[config.mk]
export PLATFORM = sky130hd
export DESIGN_NAME = shift_rx_deframer
export DESIGN_NICKNAME = d
export VERILOG_FILES = /design/src/rtl/shift_rx_deframer.sv
export SDC_FILE = /design/constraint.sdc
export NUM_CORES = 1
export LEC_CHECK = 0
export BUFFER_PORTS_ARGS = -buffer_cell sky130_fd_sc_hd__buf_2
export CAP_MARGIN = 20
export CORE_MARGIN = 2
export CORE_UTILIZATION = 56
export DETAILED_ROUTE_END_ITERATION = 10
export PLACE_DENSITY_LB_ADDON = 0.15
export SLEW_MARGIN = 10
export SYNTH_ARGS = -nofsm -noshare
export SYNTH_HDL_FRONTEND = slang
export SYNTH_SLANG_ARGS = --single-unit
[constraint.sdc]
create_clock -name clk -period 1.8 [get_ports clk]
set_input_delay 0.36 -clock clk [delete_from_list [all_inputs] [get_ports clk]]
set_output_delay 0.36 -clock clk [all_outputs]
set_load 0.005 [all_outputs]
[src/rtl/shift_rx_deframer.sv]
// Serial frame deframer: start bit, WIDTH data bits (LSB- or MSB-first), optional even parity,
// delivered through a valid/ready output register with sticky overrun. Parity: `define DESER_PARITY_EN.
module shift_rx_deframer #(
   parameter int WIDTH = 16
) (
   input  logic             clk,
   input  logic             rst,
   input  logic             enable,
   input  logic             serial_in,
   input  logic             lsb_first,
   input  logic             out_ready,
   output logic [WIDTH-1:0] word_out,
   output logic             word_valid,
   output logic             parity_err,
   output logic             overrun,
   output logic             busy
);

   localparam int CW = $clog2(WIDTH);
   localparam logic [CW-1:0] LAST = CW'(WIDTH - 1);

`ifdef DESER_PARITY_EN
   typedef enum logic [1:0] {IDLE = 2'd0, DATA = 2'd1, PAR = 2'd2} state_t;
`else
   typedef enum logic [1:0] {IDLE = 2'd0, DATA = 2'd1} state_t;
`endif

   state_t           state_q;
   logic [CW-1:0]    cnt_q;
   logic [CW-1:0]    pos;
   logic [WIDTH-1:0] shift_q, shift_d;
   logic             lsb_q;
   logic [WIDTH-1:0] word_q, word_d;
   logic             valid_q, perr_q, perr_d, ovr_q;
   logic             complete;

   // NOTE: every signal gets a default before any conditional assignment so no latch is inferred.
   always_comb begin
      pos      = lsb_q ? cnt_q : (LAST - cnt_q);
      shift_d  = shift_q;
      shift_d[pos] = serial_in;
      complete = 1'b0;
      perr_d   = 1'b0;
      word_d   = shift_d;
`ifdef DESER_PARITY_EN
      // The word is already fully assembled when the parity bit arrives.
      complete = enable && (state_q == PAR);
      perr_d   = (^shift_q) ^ serial_in;
      word_d   = shift_q;
`else
      complete = enable && (state_q == DATA) && (cnt_q == LAST);
`endif
   end

   // NOTE: sequential state uses non-blocking assignments only, so every register sees pre-edge values.
   always_ff @(posedge clk) begin
      if (rst) begin
         state_q <= IDLE;
         cnt_q   <= '0;
         shift_q <= '0;
         lsb_q   <= 1'b0;
         word_q  <= '0;
         valid_q <= 1'b0;
         perr_q  <= 1'b0;
         ovr_q   <= 1'b0;
      end else begin
         if (enable) begin
            case (state_q)
               IDLE: begin
                  if (serial_in) begin
                     state_q <= DATA;
                     cnt_q   <= '0;
                     lsb_q   <= lsb_first;
                  end
               end
               DATA: begin
                  shift_q <= shift_d;
                  cnt_q   <= cnt_q + CW'(1);
                  if (cnt_q == LAST) begin
`ifdef DESER_PARITY_EN
                     state_q <= PAR;
`else
                     state_q <= IDLE;
`endif
                  end
               end
`ifdef DESER_PARITY_EN
               PAR:     state_q <= IDLE;
`endif
               default: state_q <= IDLE;
            endcase
         end

         // A completed word loads if the register is empty or being emptied this cycle.
         if (complete && (!valid_q || out_ready)) begin
            word_q  <= word_d;
            perr_q  <= perr_d;
            valid_q <= 1'b1;
         end else begin
            if (complete) ovr_q <= 1'b1;
            if (valid_q && out_ready) valid_q <= 1'b0;
         end
      end
   end

   assign word_out   = word_q;
   assign word_valid = valid_q;
   assign parity_err = perr_q;
   assign overrun    = ovr_q;
   assign busy       = (state_q != IDLE);

endmodule

==> results.cfg <==
[run_status]
outcome = finished, final reports clean

[worst_setup_path]
crit_chain = ha_1 > and3_2 > nor2_1 > a2111oi_1
critPathCaptureType = flop
cp.arrival_ps = 1850
r2r-start = cnt_q[0]
crit_path_top_delay_cell = dfxtp_1
max_stage_delay_ps = 470
startpoint_type = flop
critPathMaxFanout = 9
crit_path_start = cnt_q[0]
worstSetupPathType = reg -> reg
required_ps = 2030

[floorplan]
die_h_um = 62.14
placementRows = 21
io_pins = 26
die_area_sq_um = 3861
start_util_pct = 57.64
die_w_um = 62.14
core_area_sq_um = 3284

[sta]
setup_violations = 0
slew_headroom_pct = 53.36
finClkSkew_ps = 10.69
hold_ws_ps = 260.8
max_freq_ghz = 0.6170
fin_crit_sh_pct = 90.04
fin_crit_ps = 1621
maxSlewViolCount = 0
tightest_slew_ps = 699.5
final_hold_viol_count = 0
rsz0062_at_grt = no
setup_tns_ps = 0

[drt]
drc = 0
wl_per_cell_um = 13.80
avgViaCountPerCell = 5.541
dr.pass1.iters = 4
postRouteAntennaNets = 0
routed_wl_mm = 3.904
via_count = 1568
drt_iter0_drc = 98

[clock_network]
clock_latency_ps = 350
cts_buffers = 5
h-tree-depth = 2
cts_root_buffer = clkbuf_4
cts_sinks = 40
cts_buffer_depth = 2
path_clk_slew_ps = 110
cts_tree = built

[grt]
gr-total-overflow = 0
grt_pass1_vias = 1430
grt_max_degree = 23
grt_pass1_wl_mm = 6.603
grt_usage_pct = 21.40
antenna_found_initial = 0

[final_layout]
final_nets = 244
fin_cells = 283
num-fill-cells = 291
mostFrequentLayoutCell = dfxtp_1
diodes = 0
most-common-layout-cells = dfxtp_1 (37), nor2_1 (31), buf_2 (24), nand2_1 (21), nand2b_1 (20)
final_layout_size_suffix_gt1_share_pct = 21.94
syn_to_final_growth_pct = 10.71

[synthesis]
synth_nets = 223
synthArstFlopShare_pct = 0
ys_ff_latch = 40
synth_edf_count = 0
synth_area_leader_cell = dfxtp_1
yosysSeqAreaShare_pct = 42.30
avgSynthCellArea_sq_um = 8.764
synthCells = 216
yosys.cell_types.count = 34
synthTopCellsByArea = dfxtp_1 (42%), mux2i_1 (10%), nand2b_1 (6.6%)
yosys_warnings = 0
synth_top_area_share_pct = 42.30
synthesis.area_sq_um = 1893
ys.flop_type = dfxtp_1

[place]
dp_cells = 276
port_buffers = 24
post-dp-hpwl_mm = 2.769
gp_congestion = 0.7822

[pwr]
ir_drop_v = 0.0004521
total_power_w = 0.001401
power_density_nw_per_um2 = 668.6
p_leak_nw = 0.8907

[worst_hold_path]
min_path_type = in -> reg
hold_start = lsb_first

[flow_run]
cap_violations = 0
[area by class of cell]
| cell class | count | area [sq um] | share of cell area (%) |
|---|---|---|---|
| clock buffer | 5 | 37.54 | 1.791 |
| clock inverter | 2 | 12.51 | 0.5970 |
| inverter | 1 | 3.754 | 0.1791 |
| multi-input combinational | 158 | 1007 | 48.06 |
| sequential | 40 | 804.5 | 38.39 |
| tap | 46 | 57.56 | 2.746 |
| timing repair buffer | 31 | 172.7 | 8.239 |
[routing by layer]
layer / global-route usage (%) / share of wire [%] / wire length, um / vias up
li1: - / - / - / 796
met1: 26.50 / 47 / 1848 / 747
met2: 37.50 / 49 / 1895 / 21
met3: 5.435 / 3.0 / 119 / 4
met4: 5.000 / 1.1 / 41 / 0
met5: 0 / 0 / 0 / -
[through the flow]
step | area (sq um) | setup WS [ps] | util, %
after floorplan | 1893 | 303.5 | -
after global placement | 2041 | 157.8 | 62.13
after detailed placement | 2041 | 70.78 | 62.13
after CTS | 2091 | 27.09 | 63.66
after global routing | 2096 | 12.18 | 63.81
final | 2096 | 179.3 | 63.81
[path summary, 6_finish.rpt]
path / end / slack (ps) / depth (start not counted)
worst max-delay path: word_out[3] / 180 / 4
worst min-delay path: lsb_q / 260 / 3
worst max register to register: word_out[3] / 180 / 4
worst min register to register: shift_q[12] / 490 / 2
[cells in the mapped netlist, types with 2 or more instances]
cell       number
o21ai_0         2
nor2_1         31
buf_4           2
o22ai_1         9
nand3b_1        3
dfxtp_1        40
nand3_1         2
buf_2           3
a22oi_1         2
nand2b_1       20
o22ai_2         7
a211oi_1        2
nor3_1         16
or3b_1          2
a2111oi_1       7
a21oi_1         3
clkbuf_1       10
mux2i_1        19
nand2_1        21
[power by group]
group	switching, W	internal, W
registers	0.00000785	0.000890
logic	0.0000481	0.0000308
clock network	0.000282	0.000142
[flip-flops by register name, summed over array words and instances (netlist names)]
| register | flops |
|---|---|
| cnt_q | 4 |
| state_q | 1 |
| word_out | 16 |
| lsb_q | 1 |
| word_valid | 1 |
| shift_q | 16 |
| overrun | 1 |
[worst max-delay path, delay by kind of cell, from the launching register on]
kind	cells	cell delay [ps]
AO/OA/AOI/OAI	1	330
adder cells (fa/ha/maj)	1	290
flip-flops	1	470
AND/OR/NAND/NOR	2	420
[timing repair]
action                     CTS  global route
hold buffers                 0             0
resized for setup            0             4
setup endpoints to repair    0            16
buffers inserted             0             0
[cells by family (layout without fill, tap and decap cells)]
group	Yosys count	after routing	synth area share [%]
and+or+nand+nor	102	102	26.77
DFF	40	40	42.30
AOI/OAI and AO/OA	35	35	15.47
muxes	19	19	10.05
buffers and inverters	18	39	4.560
adders and majority gates	1	1	0.6608
other	1	1	0.1981
(Power assumes the default switching activity.)
